**src/rtl/boot_loader_pkg.sv**
```systemverilog
// Shared types and widths for the byte-stream program loader.
package boot_loader_pkg;

  localparam int ADDR_W  = 16;
  localparam int WORD_W  = 32;
  localparam int HDR_LEN = 2;
  localparam int BYTES_PER_WORD = WORD_W / 8;

  typedef enum logic [2:0] {
    HDR_HI = 3'd0,
    HDR_LO = 3'd1,
    DATA   = 3'd2,
    WRITE  = 3'd3,
    CSUM   = 3'd4,
    RUN    = 3'd5,
    ERROR  = 3'd6
  } bl_state_e;

  function automatic logic takes_bytes(bl_state_e s);
    return (s == HDR_HI) || (s == HDR_LO) || (s == DATA) || (s == CSUM);
  endfunction

endpackage

```
**src/rtl/boot_word_packer.sv**
```systemverilog
// Collects four stream bytes MSB-first into one word; full_o pulses with the 4th byte.
module boot_word_packer
  import boot_loader_pkg::*;
(
  input  logic              clk,
  input  logic              reset,
  input  logic              shift_en_i,
  input  logic              clear_i,
  input  logic [7:0]        byte_i,
  output logic [WORD_W-1:0] word_o,
  output logic              full_o
);

  logic [1:0]        idx_q, idx_d;
  logic [WORD_W-1:0] word_q, word_d;

  always_comb begin
    idx_d  = idx_q;
    word_d = word_q;
    if (clear_i) begin
      idx_d  = '0;
      word_d = '0;
    end else if (shift_en_i) begin
      idx_d  = idx_q + 2'd1;
      word_d = {word_q[WORD_W-9:0], byte_i};
    end
  end

  always_ff @(posedge clk or negedge reset) begin
    if (!reset) begin
      idx_q  <= '0;
      word_q <= '0;
    end else begin
      idx_q  <= idx_d;
      word_q <= word_d;
    end
  end

  assign word_o = word_q;
  assign full_o = shift_en_i && !clear_i && (idx_q == 2'd3);

endmodule

```
**src/rtl/boot_loader.sv**
```systemverilog
// Loads a length-prefixed word stream into memory while holding the core, then
// passes core writes through. Optional trailing XOR checksum: BOOT_LOADER_CHECKSUM_EN.
module boot_loader
  import boot_loader_pkg::*;
#(
  parameter logic [ADDR_W-1:0] BASE_ADDR = 16'h0000,
  parameter int                MAX_WORDS = 16384
)(
  input  logic              clk,
  input  logic              reset,
  input  logic [7:0]        rx_data,
  input  logic              rx_valid,
  output logic              rx_ready,
  input  logic              cpu_mem_write,
  input  logic [ADDR_W-1:0] cpu_mem_addr,
  input  logic [WORD_W-1:0] cpu_mem_wdata,
  output logic              mem_write,
  output logic [ADDR_W-1:0] mem_addr,
  output logic [WORD_W-1:0] mem_wdata,
  output logic              cpu_hold,
  output logic              done,
  output logic              error
);

`ifdef BOOT_LOADER_CHECKSUM_EN
  localparam bl_state_e END_STATE = CSUM;
`else
  localparam bl_state_e END_STATE = RUN;
`endif

  bl_state_e         state_q, state_d;
  logic [15:0]       cnt_q, cnt_d;
  logic [ADDR_W-1:0] addr_q, addr_d;
  logic [15:0]       hdr_cnt;
  logic              rx_fire;
  logic              word_full;
  logic [WORD_W-1:0] word;
  logic              csum_ok;

  assign rx_ready = takes_bytes(state_q);
  assign rx_fire  = rx_valid && rx_ready;
  assign hdr_cnt  = {cnt_q[15:8], rx_data};

  boot_word_packer u_packer (
    .clk        (clk),
    .reset      (reset),
    .shift_en_i (rx_fire && (state_q == DATA)),
    .clear_i    (state_q == HDR_HI),
    .byte_i     (rx_data),
    .word_o     (word),
    .full_o     (word_full)
  );

`ifdef BOOT_LOADER_CHECKSUM_EN
  logic [7:0] csum_q, csum_d;

  // Header bytes are excluded: the sum only covers DATA-state bytes.
  always_comb begin
    csum_d = csum_q;
    if (state_q == HDR_HI)
      csum_d = '0;
    else if (rx_fire && (state_q == DATA))
      csum_d = csum_q ^ rx_data;
  end

  always_ff @(posedge clk or negedge reset) begin
    if (!reset) csum_q <= '0;
    else        csum_q <= csum_d;
  end

  assign csum_ok = (rx_data == csum_q);
`else
  assign csum_ok = 1'b1;
`endif

  always_comb begin
    state_d = state_q;
    cnt_d   = cnt_q;
    addr_d  = addr_q;
    case (state_q)
      HDR_HI: if (rx_fire) begin
        cnt_d   = {rx_data, 8'h00};
        state_d = HDR_LO;
      end
      HDR_LO: if (rx_fire) begin
        cnt_d = hdr_cnt;
        if ({16'd0, hdr_cnt} > MAX_WORDS) state_d = ERROR;
        else if (hdr_cnt == 16'd0)        state_d = END_STATE;
        else                              state_d = DATA;
      end
      DATA: if (word_full) state_d = WRITE;
      WRITE: begin
        cnt_d   = cnt_q - 16'd1;
        addr_d  = addr_q + 16'd4;
        state_d = (cnt_q == 16'd1) ? END_STATE : DATA;
      end
      CSUM: if (rx_fire) state_d = csum_ok ? RUN : ERROR;
      default: ;
    endcase
  end

  always_ff @(posedge clk or negedge reset) begin
    if (!reset) begin
      state_q <= HDR_HI;
      cnt_q   <= '0;
      addr_q  <= BASE_ADDR;
    end else begin
      state_q <= state_d;
      cnt_q   <= cnt_d;
      addr_q  <= addr_d;
    end
  end

  // Output mux is decoded from the state register, so reset drops mem_write at once.
  always_comb begin
    if (state_q == RUN) begin
      mem_write = cpu_mem_write;
      mem_addr  = cpu_mem_addr;
      mem_wdata = cpu_mem_wdata;
    end else begin
      mem_write = (state_q == WRITE);
      mem_addr  = addr_q;
      mem_wdata = word;
    end
  end

  assign cpu_hold = (state_q != RUN);
  assign done     = (state_q == RUN);
  assign error    = (state_q == ERROR);

endmodule

```
**config.mk**
```make
export PLATFORM = sky130hd
export DESIGN_NAME = boot_loader
export DESIGN_NICKNAME = d
export VERILOG_FILES = /design/src/rtl/boot_loader_pkg.sv /design/src/rtl/boot_word_packer.sv /design/src/rtl/boot_loader.sv
export SDC_FILE = /design/constraint.sdc
export NUM_CORES = 1
export LEC_CHECK = 0
export ABC_AREA = 0
export BUFFER_PORTS_ARGS = -buffer_cell sky130_fd_sc_hd__buf_2
export CAP_MARGIN = 30
export CORE_UTILIZATION = 58
export CTS_BUF_LIST = sky130_fd_sc_hd__clkbuf_4 sky130_fd_sc_hd__clkbuf_8
export CTS_CLUSTER_DIAMETER = 150
export CTS_CLUSTER_SIZE = 24
export DETAILED_ROUTE_END_ITERATION = 10
export PLACE_DENSITY = 0.88
export REMOVE_ABC_BUFFERS = 1
export SETUP_SLACK_MARGIN = 0.4
export SYNTH_ARGS = -nofsm -noshare
export SYNTH_HDL_FRONTEND = slang
export SYNTH_SLANG_ARGS = --single-unit
```
**constraint.sdc**
```tcl
create_clock -name clk -period 4.6 [get_ports clk]
set_input_delay 0.69 -clock clk [delete_from_list [all_inputs] [get_ports clk]]
set_output_delay 0.69 -clock clk [all_outputs]
set_load 0.02 [all_outputs]
```
=== After elaboration in Yosys (flattened, before gate mapping) ===
Index checks and enable logic that the tools add are counted.

* Register bits: 69
* Bits in latches: 0
* Bits in writable memories: 0
* Bits in read-only memories: 0
* Bits of input ports: 60
* Word-level logic and storage cells: 59
* Memories kept: 0

* $add $sub $neg: 3
* Multiply operators: 0
* Div/mod/pow operators: 0
* Order comparisons: 1
* Equality and inequality tests: 13
* Shifts and indexed selects: 0
* Multiplexer cells: 18
* Bitwise logic cells: 1
* Reduce and logical (&&, ||, !) cells: 17

{| class="wikitable"
|+ Operators by type and width
! cell !! number
|-
| 32-bit two-way mux || 3
|-
| 16-bit case mux with 3 select lines || 1
|-
| 16-bit two-way mux || 2
|-
| 3-bit two-way mux || 7
|-
| 16-bit by 3-bit adder with 16-bit output, second input constant || 1
|-
| 16-bit by 1-bit == test with 1-bit output, second input constant || 1
|-
| 16-bit by 15-bit greater-than comparator with 1-bit output, second input constant || 1
|-
| 16-bit zero test || 1
|-
| 16-bit by 1-bit subtractor with 16-bit output, second input constant || 1
|-
| 3-bit case mux with 5 select lines || 1
|-
| 3-bit == test, second input constant || 3
|-
| 8-bit two-way mux || 1
|-
| 3-bit by 2-bit == test with 1-bit output, second input constant || 2
|-
| 2-bit inequality test, second input constant || 3
|-
| 3-bit AND reduction || 2
|-
| 5-bit AND reduction || 1
|-
| 5-bit nonzero test || 1
|-
| 1-bit logical AND || 4
|-
| 2-bit two-way mux || 2
|-
| 2-bit nonzero test || 2
|-
| 3-bit by 1-bit == test with 1-bit output, second input constant || 1
|-
| 3-bit zero test || 1
|-
| 1-bit logical OR || 3
|-
| 3-bit inequality test, second input constant || 1
|-
| 7 further kinds || 7
|}

=== Depth between registers and ports, before layout ===
Gate-level depths: netlist (run 1).

* Word-level depth: 10
* Mapped depth: 7
* Depth with buffers taken out: 6

=== Cells and area by module ===
Synthesis (run 1) repeated with hierarchy kept, for this count alone.

* Cell total of the unflattened synthesis: 492
* Area total of the unflattened synthesis: 4100.2 um^2

{| class="wikitable"
|+ By module, submodules not included
! module !! instances !! cells an instance !! area each (um^2)
|-
| boot_loader || 1 || 379 || 2668.8
|-
| boot_word_packer || 1 || 113 || 1431.4
|}

=== Worst setup path before layout (run 1) ===
No wires, ideal clock.

* Kind: register to output
* Start point: reg state_q[0]
* End point: out mem_addr[10]
* Data arrival time: 1.561 ns
* Required time: 3.910 ns
* Path slack: 2.349 ns
* Cell stages (with the launch flop): 7
* Path through: dfrtp_1 > nor2b_1 > nand2_1 > clkbuf_1 > buf_1 > nand2_1 > nand2_1

* Longest elaborated chain between the ends: 2

{| class="wikitable"
|+ RTL lines
! element !! RTL line !! source
|-
| start: declaration || boot_loader.sv:31 || <nowiki>bl_state_e state_q, state_d;</nowiki>
|-
| start signal: assignment || boot_loader.sv:108 || <nowiki>state_q <= state_d;</nowiki>
|-
| 3-bit == test || boot_loader.sv:116 || <nowiki>if (state_q == RUN) begin</nowiki>
|-
| 16-bit two-way mux || boot_loader.sv:116 ||
|-
| end: declaration || boot_loader.sv:18 || <nowiki>output logic [ADDR_W-1:0] mem_addr,</nowiki>
|}

Every way passes these cells.

=== Worst setup path in the final report (run 1) ===
* Start point: reg state_q[1]
* End point: out mem_addr[7]

Same word-level chain as after synthesis.

==> results of run 1 <==
## cell type report
type / count / area, µm²
multi-input cells: 350 / 1990
flip-flops and latches: 67 / 1680
clock buffers: 11 / 151
clock inverters: 5 / 83.8
inverters: 7 / 26.3
fillers: 486 / 1730
repair buffers: 117 / 598
well taps: 77 / 96.3
## cells in the mapped netlist, drive strengths merged (2+ instances only)
cell type / number
o21a: 3
nor2b: 3
nand4: 6
nand3: 7
o2bb2ai: 2
nand2b: 4
nor2: 13
or3: 2
or4: 5
o31ai: 5
o211ai: 2
a211o: 2
buf: 5
a22oi: 2
xor2: 4
and3: 7
a21oi: 8
a211oi: 2
nor4: 7
inv: 7
nand2: 160
o211a: 2
or2: 2
nand3b: 2
nor4b: 2
a22o: 36
a21o: 2
nor3: 8
clkbuf: 25
dfrtp: 67
xnor2: 10
ha: 4
o21ai: 20
a31oi: 4
## logic make-up (layout without fill, tap and decap cells)
family	count (synthesis)	after routing	share of synthesized area
flops	67	67	0.442
compound gates	97	97	0.192
fa+ha+maj	4	4	0.0132
xor+xnor	14	14	0.0323
buf+inv	37	140	0.0369
mux	1	1	0.00297
simple gates	234	234	0.281
## power breakdown
group	total, W	leakage [nW]	switching [W]	internal [W]
clock	0.000561	0.112	0.000224	0.000337
sequential	0.000598	0.872	0.00000453	0.000593
combinational	0.000124	1.40	0.0000763	0.0000478
total	0.00128	2.38	0.000305	0.000978
## how the worst min path moves through the flow
stage                            from                      to  slack, ns  cells past startpoint
2_1_floorplan                   reset  addr_q[10]$_DFFE_PN0P_       0.39                      0
3_3_place_gp   addr_q[15]$_DFFE_PN0P_  addr_q[15]$_DFFE_PN0P_       0.46                      1
3_5_place_dp   addr_q[15]$_DFFE_PN0P_  addr_q[15]$_DFFE_PN0P_       0.47                      1
4_1_cts        addr_q[15]$_DFFE_PN0P_  addr_q[15]$_DFFE_PN0P_       0.48                      1
5_1_grt        addr_q[15]$_DFFE_PN0P_  addr_q[15]$_DFFE_PN0P_       0.48                      1
6_report       addr_q[15]$_DFFE_PN0P_  addr_q[15]$_DFFE_PN0P_       0.47                      1
## flip-flops by register name (all words and copies together), names as in the netlist
signal,cells
cnt_q,16
u_packer.word_o,32
state_q,3
addr_q,14
u_packer.idx_q,2
## per-layer routing
layer  part of all wire  wire [µm]  vias to the layer above  track usage
li1                   -          -                     1786            -
met1               0.42       4040                     1734        0.393
met4              0.021        204                        0        0.118
met5                  0          0                        -            0
met3              0.072        681                       22       0.0517
met2               0.48       4590                      164        0.466
## cell usage in the layout, fill, tap and decap left out, drive strengths merged, types with 3 or more instances in the layout
master,netlist,layout
o21ai,20,20
ha,4,4
nor2b,3,3
inv,7,8
a31oi,4,4
nor2,13,13
xnor2,10,10
clkbuf,25,11
nor4,7,7
nor3,8,8
nand4,6,6
o31ai,5,5
nand3,7,7
o21a,3,3
nand2,160,160
xor2,4,4
and3,7,7
a22o,36,36
buf,5,117
or4,5,5
nand2b,4,4
a21oi,8,8
dfrtp,67,67
## stage by stage
stage,power (W),hold WS (ns),worst slack [ns],util,instances
after global routing,0.00134,0.482,1.37,0.728,634
final,0.00128,0.474,1.58,0.728,634
after detailed placement,0.000734,0.467,1.93,0.691,618
after floorplan,0.000665,0.394,0.695,-,424
after CTS,0.00129,0.477,1.56,0.728,634
after global placement,0.000730,0.462,2.02,0.691,618
## critical path, cell delays in order (launching register included)
cell	delay [ns]
dfrtp_1	0.60
nor2b_1	0.30
nand2_1	0.11
inv_1	0.21
buf_4	0.39
nand2_1	0.12
nand2_1	0.09
buf_2	0.16
==> flow_metrics.tcl, run 1 <==
set metrics [dict create \
    place_hpwl_um 6750 \
    cts_tree "built" \
    synth_edf_count 0 \
    slew_violations 0 \
    outcome "finished, final reports clean" \
    cellPowerDensity_mw_per_mm2 277 \
    synth_flop_cell "dfrtp_1" \
    dr.pass1.iters 5 \
    min_period_ns 3.02 \
    dieWidth_um 82.9 \
    crit_required_ns 3.91 \
    finalHoldViolCount 0 \
    setup_viol 0 \
    grt_use_total 0.290 \
    syn_to_final_growth_pct 21.8 \
    crit_path_start_kind "flop" \
    finalCritPeriodShare 0.657 \
    globalRouteOverflowTotal 0 \
    synth-seq-cells 67 \
    grt_pass1_vias 3457 \
    grt_pass1_wl_um 16000 \
    start_util 0.598 \
    ctsResizeCount 0 \
    hp-class "flop to flop" \
    port_buffers 112 \
    place_area_mm2 0.00439 \
    clk_latency_ns 0.33 \
    leakage_nw 2.38 \
    post-route-drc-count 0 \
    gp_congestion 1.00 \
    crit_start "state_q[1]$_DFFE_PN0P_" \
    synth_top_area_share 0.442 \
    drive_above_1_share 0.260 \
    r2r_cells 4 \
    num_vias 3706 \
    cts.sinks 67 \
    peakVddDrop_v 0.000212 \
    routedWlPerCell_um 15.0 \
    yosys-top-cells-area "dfrtp_1, nand2_1, a22o_1" \
    avgSynthCellArea_um2 8.36 \
    die-area_mm2 0.00687 \
    r2r_end "addr_q[15]$_DFFE_PN0P_" \
    max_freq_mhz 331 \
    clk_path_buf_depth 2 \
    async_flop_share 1.00 \
    stdcell_area_mm2 0.00462 \
    critPathArrivalTime_ns 2.33 \
    tns_ns 0 \
    yosys_warnings 0 \
    final_nets 616 \
    synth_area_mm2 0.00380 \
    critPathKind "flop to output pin" \
    cts.clk_slew.worst_paths_ns 0.08 \
    holdBufCountCts 0 \
    r2r_slack_ns 1.97 \
    synth_area_leader_cell "dfrtp_1" \
    finalClockSkew_ns 0.0110 \
    cts_setup_buffers 0 \
    timing.max_cap.violations 0 \
    relSlewSlack 0.368 \
    io_pins 113 \
    cts_buffers 9 \
    root_buffer "clkbuf_8" \
    h-tree-depth 3 \
    rsz0062_at_grt "no" \
    placementRows 29 \
    syn_inst 454 \
    cp_max_fo 43 \
    yosysSeqAreaShare 0.442 \
    core_area_mm2 0.00635 \
    route.final.wire_length_um 9520 \
    worstSetupEndpoint "mem_addr[7]" \
    via_per_inst 5.85 \
    worstReg2RegStart "state_q[1]$_DFFE_PN0P_" \
    endpoint_kind "output pin" \
    worstMarginPinSlew_ns 0.945 \
    grt_max_degree 68 \
    diodes 0 \
    ant_nets 0 \
    chipHeight_um 82.9 \
    drtIter0Drc 154 \
    antenna_found_initial 0 \
    synth.distinct_cells 54 \
]
Power figures use the tool's default switching activity.
==> run 2, diff against run 1 <==
--- a/config.mk
+++ b/config.mk
@@ -5,15 +5,15 @@
 export SDC_FILE = /design/constraint.sdc
 export NUM_CORES = 1
 export LEC_CHECK = 0
-export ABC_AREA = 0
+export ABC_AREA = 1
 export BUFFER_PORTS_ARGS = -buffer_cell sky130_fd_sc_hd__buf_2
 export CAP_MARGIN = 30
-export CORE_UTILIZATION = 58
+export CORE_UTILIZATION = 49
 export CTS_BUF_LIST = sky130_fd_sc_hd__clkbuf_4 sky130_fd_sc_hd__clkbuf_8
 export CTS_CLUSTER_DIAMETER = 150
 export CTS_CLUSTER_SIZE = 24
 export DETAILED_ROUTE_END_ITERATION = 10
-export PLACE_DENSITY = 0.88
+export PLACE_DENSITY = 0.79
 export REMOVE_ABC_BUFFERS = 1
 export SETUP_SLACK_MARGIN = 0.4
 export SYNTH_ARGS = -nofsm -noshare
==> constraint.sdc (replaced) <==
create_clock -name clk -period 2.5 [get_ports clk]
set_input_delay 0.375 -clock clk [delete_from_list [all_inputs] [get_ports clk]]
set_output_delay 0.375 -clock clk [all_outputs]
set_load 0.02 [all_outputs]
==> run 2 against run 1 <==
Effect of this change: first-iteration DRC count down 16%; critical path depth up 1; cell count up 22%; sequential cell count unchanged; total power rose to 4.0 times the previous value; count of clock-buffer cells in the layout down 1; critical endpoint is now mem_addr[15].
==> flow_metrics.tcl, run 2 <==
set metrics [dict create \
    dr.pass1.iters 4 \
    cp_top_family "buffers and inverters" \
    wl_met3_um 548 \
    setup_slack_ns 0.347 \
    peakVddDrop_v 0.000725 \
    drive_above_1_share 0.249 \
    chipHeight_um 91.3 \
    top_layer "met4" \
    critPathKind "flop to output pin" \
    final_common_cell "nand2_1" \
    yosys_warnings 0 \
    post-route-drc-count 0 \
    routedWlPerCell_um 12.8 \
    slowest_delay_ns 0.40 \
    yosys-top-cells-area "dfrtp_1, nand2_1, o21ai_0" \
    drtIter0Drc 129 \
    yosysSeqAreaShare 0.429 \
    critPathArrivalTime_ns 1.78 \
    dieWidth_um 91.3 \
    endpoint_kind "output pin" \
    min_period_ns 2.15 \
    synth_top_area_share 0.429 \
    pre_cts_ws_ns 0.509 \
    finalHoldViolCount 0 \
    place_hpwl_um 6690 \
    cts_buffers 9 \
    outcome "finished, final reports clean" \
    die-area_mm2 0.00834 \
    crit_slowest_cell "dfrtp_2" \
    syn_to_final_growth_pct 28.4 \
    slew_violations 0 \
    root_buffer "clkbuf_8" \
    antenna_found_initial 0 \
    yosysMostFrequentCell "nand2_1" \
    relSlewSlack 0.458 \
    worstReg2RegStart "state_q[1]$_DFFE_PN0P_" \
    timing.max_cap.violations 0 \
    cp_max_fo 12 \
    path_cells "inv_4, nor3_4, buf_12, buf_4, clkbuf_16, nand2_1, o21ai_0, buf_2" \
    via_per_inst 5.14 \
    synth_flop_cell "dfrtp_1" \
    grt_pass1_wl_um 16200 \
    io_pins 113 \
    stdcell_area_mm2 0.00502 \
    r2r_end "addr_q[14]$_DFFE_PN0P_" \
    crit_required_ns 2.12 \
    met2WireLength_um 4850 \
    place_area_mm2 0.00454 \
    final_nets 733 \
    multi_input_area_mm2 0.00181 \
    setup_viol 0 \
    cellPowerDensity_mw_per_mm2 1030 \
    synth_area_leader_cell "dfrtp_1" \
    synth-seq-cells 67 \
    synth_edf_count 0 \
    syn_inst 548 \
    async_flop_share 1.00 \
    grt_max_degree 68 \
    clk_path_buf_depth 2 \
    hp-class "input pin to async pin" \
    final_cell_mix "nand2_1, buf_2, inv_1, o21ai_0, dfrtp_1" \
    seq_area_mm2 0.00168 \
    globalRouteOverflowTotal 0 \
    dp.cells 748 \
    port_buffers 112 \
    final_cells 776 \
    crit_buf_inv 5 \
    clk_latency_ns 0.34 \
    finalCritPeriodShare 0.861 \
    leakage_nw 2.60 \
    tns_ns 0 \
    r2r_slack_ns 0.77 \
    crit_path_start_kind "flop" \
    placementRows 32 \
    r2r_cells 8 \
    synth.distinct_cells 27 \
    rsz0062_at_grt "yes" \
    num-fill-cells 687 \
    gp_congestion 0.894 \
    grt_pass1_vias 3628 \
    ant_nets 0 \
    worstMarginPinSlew_ns 0.812 \
    wl_met1_um 4380 \
    h-tree-depth 3 \
    synth_area_mm2 0.00391 \
    start_util 0.506 \
    hold_ws_ns 0.231 \
    finalClockSkew_ns 0.0116 \
    grt_use_total 0.242 \
    num_vias 3992 \
    route.final.wire_length_um 9900 \
    core_area_mm2 0.00773 \
    cts.sinks 67 \
    cts.clk_slew.worst_paths_ns 0.08 \
    avgSynthCellArea_um2 7.13 \
    diodes 0 \
    cts_tree "built" \
    largest_register_ffs 32 \
    holdBufCountCts 0 \
    max_freq_mhz 464 \
    ys_top_cells_by_count "nand2_1, inv_1, o21ai_0" \
]
## run 2: metrics by stage
stage          total power, W  utilization
6_report              0.00515        0.649
5_1_grt               0.00555        0.649
3_3_place_gp          0.00375        0.587
4_1_cts               0.00498        0.630
2_1_floorplan         0.00312            -
3_5_place_dp          0.00383        0.587
## run 2: where the power goes
part | internal (W) | total, W | leakage, nW | switching, W
Clock | 0.000588 | 0.00102 | 0.108 | 0.000430
Sequential | 0.00131 | 0.00150 | 0.899 | 0.000188
Combinational | 0.000925 | 0.00263 | 1.59 | 0.00171
## run 2: cell families after synthesis
logic type	count (synthesis)	synth area share
AND/OR/NAND/NOR	232	0.250
flip-flops	67	0.429
adder cells (fa/ha/maj)	4	0.0128
XOR/XNOR	11	0.0246
AO/OA/AOI/OAI	125	0.172
buffers and inverters	109	0.112
## run 2: routing by layer
layer,GRT usage,vias to the layer above
met5,0,-
met4,0.0847,0
met3,0.0377,15
met2,0.400,131
met1,0.323,1854
li1,-,1992
## run 2: what timing repair did
action | CTS | global route
cloned | 1 | 2
setup buffers | 4 | 5
setup endpoints to repair | 51 | 50
pin swaps | 1 | 2
resized for setup | 10 | 24
## run 2: how the worst max path moves through the flow
stage	startpoint	to	slack (ns)	depth (start not counted)
after global routing	state_q[2]$_DFFE_PN0P_	mem_addr[15]	0.27	8
after floorplan	state_q[1]$_DFFE_PN0P_	mem_addr[0]	-0.91	3
after detailed placement	state_q[2]$_DFFE_PN0P_	mem_addr[0]	0.51	6
after global placement	state_q[1]$_DFFE_PN0P_	mem_addr[4]	0.64	6
after CTS	state_q[1]$_DFFE_PN0P_	mem_addr[0]	0.41	6
final	state_q[2]$_DFFE_PN0P_	mem_addr[15]	0.35	8
## run 2: area by class of cell
type                    instances  share of cell area
well taps                     102              0.0254
repair buffers                130               0.167
flip-flops and latches         67               0.335
multi-input cells             372               0.360
clock buffers                  10              0.0274
inverters                      89              0.0678
clock inverters                 6              0.0177
==> run 3, diff against run 2 <==
--- a/config.mk
+++ b/config.mk
@@ -6,7 +6,7 @@
 export NUM_CORES = 1
 export LEC_CHECK = 0
 export ABC_AREA = 1
-export BUFFER_PORTS_ARGS = -buffer_cell sky130_fd_sc_hd__buf_2
+export BUFFER_PORTS_ARGS = -buffer_cell sky130_fd_sc_hd__buf_4
 export CAP_MARGIN = 30
 export CORE_UTILIZATION = 49
 export CTS_BUF_LIST = sky130_fd_sc_hd__clkbuf_4 sky130_fd_sc_hd__clkbuf_8
==> constraint.sdc (replaced) <==
create_clock -name clk -period 2.5 [get_ports clk]
set_input_delay 0.375 -clock clk [delete_from_list [all_inputs] [get_ports clk]]
set_output_delay 0.375 -clock clk [all_outputs]
set_load 0.1 [all_outputs]
==> run 3 against run 2 <==
Effect of this change: combinational power increased by 85%; fmax decreased by 1.4%; first-iteration DRC count rose by 100%; clock skew shrank 0.0015 ns; non-clock buffer count grew 1; critical path depth is 1 lower; critical endpoint is now mem_addr[8]; via count rose by 5.6%; sequential power hardly changed; highest routed layer unchanged; hold slack got worse by 0.096 ns; total power rose by 47%; sequential cell count did not move; core utilization grew 13 points.
==> flow_metrics.tcl, run 3 (synthesis results as in run 2) <==
set metrics [dict create \
    grt_max_degree 68 \
    rsz0062_at_grt "yes" \
    cellPowerDensity_mw_per_mm2 1250 \
    grt_pass1_wl_um 18100 \
    num_vias 4215 \
    timing.max_cap.violations 0 \
    io_pins 113 \
    core_area_mm2 0.00773 \
    pwr-share-seq 0.198 \
    critPathKind "flop to output pin" \
    post-route-drc-count 0 \
    worstMarginPinSlew_ns 0.836 \
    min_period_ns 2.18 \
    max_freq_mhz 458 \
    internal_power_w 0.00362 \
    endpoint_kind "output pin" \
    place_hpwl_um 6670 \
    crit_start "state_q[1]$_DFFE_PN0P_" \
    worstReg2RegStart "state_q[1]$_DFFE_PN0P_" \
    ant_nets 0 \
    final_cell_mix "nand2_1, inv_1, buf_4, dfrtp_1, buf_12" \
    pwr-share-clk 0.158 \
    antenna_found_initial 0 \
    final_nets 734 \
    placementRows 32 \
    diodes 0 \
    route.final.wire_length_um 12100 \
    finalHoldViolCount 0 \
    relSlewSlack 0.442 \
    peakVddDrop_v 0.00112 \
    path_cells "nor3_4, buf_6, buf_8, clkinvlp_4, nand2_1, nand2_2, buf_12" \
    crit_path_start_kind "flop" \
    dr.pass1.iters 5 \
    die-area_mm2 0.00834 \
    finalCritPeriodShare 0.874 \
    setup_viol 0 \
    start_util 0.506 \
    largest_register_ffs 32 \
    drive_above_1_share 0.310 \
    leakage_nw 2.89 \
    globalRouteOverflowTotal 0 \
    dp.cells 747 \
    finalClockSkew_ns 0.0101 \
    slowest_delay_ns 0.43 \
    root_buffer "clkbuf_8" \
    final_cells 776 \
    cts_buffers 9 \
    final_common_cell "nand2_1" \
    clk_path_buf_depth 2 \
    hold_ws_ns 0.136 \
    via_per_inst 5.43 \
    grt_pass1_vias 3855 \
    drtIter0Drc 262 \
    hp-class "input pin to async pin" \
    dieWidth_um 91.3 \
    clk_latency_ns 0.35 \
    finalPower_w 0.00757 \
    cts.clk_slew.worst_paths_ns 0.08 \
    outcome "finished, final reports clean" \
    routedWlPerCell_um 15.6 \
    syn_to_final_growth_pct 55.0 \
    crit_buf_inv 4 \
    cts_tree "built" \
    chipHeight_um 91.3 \
    grt_use_total 0.275 \
    gp_congestion 0.912 \
    p_switching_w 0.00395 \
    crit_slowest_cell "dfrtp_2" \
    p_comb_frac 0.644 \
    cts.sinks 67 \
    port_buffers 112 \
    critPathArrivalTime_ns 1.81 \
    crit_required_ns 2.12 \
    cp_top_family "buffers and inverters" \
    h-tree-depth 3 \
    netSwitchingFraction 0.521 \
    slew_violations 0 \
    cp_max_fo 7 \
]
run 3: cell type report:
cell class	count	area, µm²
inverter	89	340
tap	102	128
clock buffer	9	124
fill	495	1670
multi-input combinational	372	2000
sequential	67	1680
timing repair buffer	131	1650
clock inverter	6	138
run 3: power groups by stage:
stage	logic (W)	registers [W]	clock network (W)
floorplan	0.00299	0.00148	0
global placement	0.00375	0.00152	0
detailed placement	0.00381	0.00153	0
CTS	0.00453	0.00149	0.00120
global route	0.00516	0.00152	0.00125
finish	0.00487	0.00150	0.00119
run 3: metrics by stage:
step,utilization,setup WS [ns],instance area (µm²),TNS (ns)
after floorplan,-,-3.33,3800,-120.77
after global placement,0.624,0.592,4820,0
after detailed placement,0.624,0.534,4820,0
after CTS,0.753,0.376,5820,0
after global routing,0.784,0.203,6060,0
final,0.784,0.315,6060,0
run 3: worst paths after layout:
check	to	slack, ns	depth (start not counted)
max	mem_addr[8]	0.32	7
max reg2reg	cnt_q[12]$_DFFE_PN0P_	0.68	8
min	u_packer.word_o[29]$_DFFE_PN0P_	0.14	1
max in group asynchronous	state_q[2]$_DFFE_PN0P_	1.77	1
min in group clk	cnt_q[14]$_DFFE_PN0P_	0.36	3
min reg2reg	u_packer.idx_q[0]$_DFFE_PN0P_	0.49	1
run 3: per-layer routing:
layer | vias up | global-route usage | wire length [µm]
met2 | 180 | 0.482 | 6230
met5 | - | 0 | 0
li1 | 1999 | - | -
met1 | 1997 | 0.353 | 4800
met3 | 39 | 0.0419 | 676
met4 | 0 | 0.0780 | 409
run 3: timing repair:
action,4_1_cts,5_1_grt
gates cloned,2,0
resized for setup,196,53
pin swaps,2,2
buffers inserted,11,1
hold buffers,0,0
endpoints found under the setup margin,51,58
run 3: worst register-to-register path, cell delays in order (launching register included):
cell     delay [ns]
dfrtp_2        0.43
buf_4          0.17
nor2_2         0.20
nand2_1        0.14
nand2_1        0.09
and2_2         0.28
inv_1          0.15
o21ai_0        0.18
nand2_1        0.07
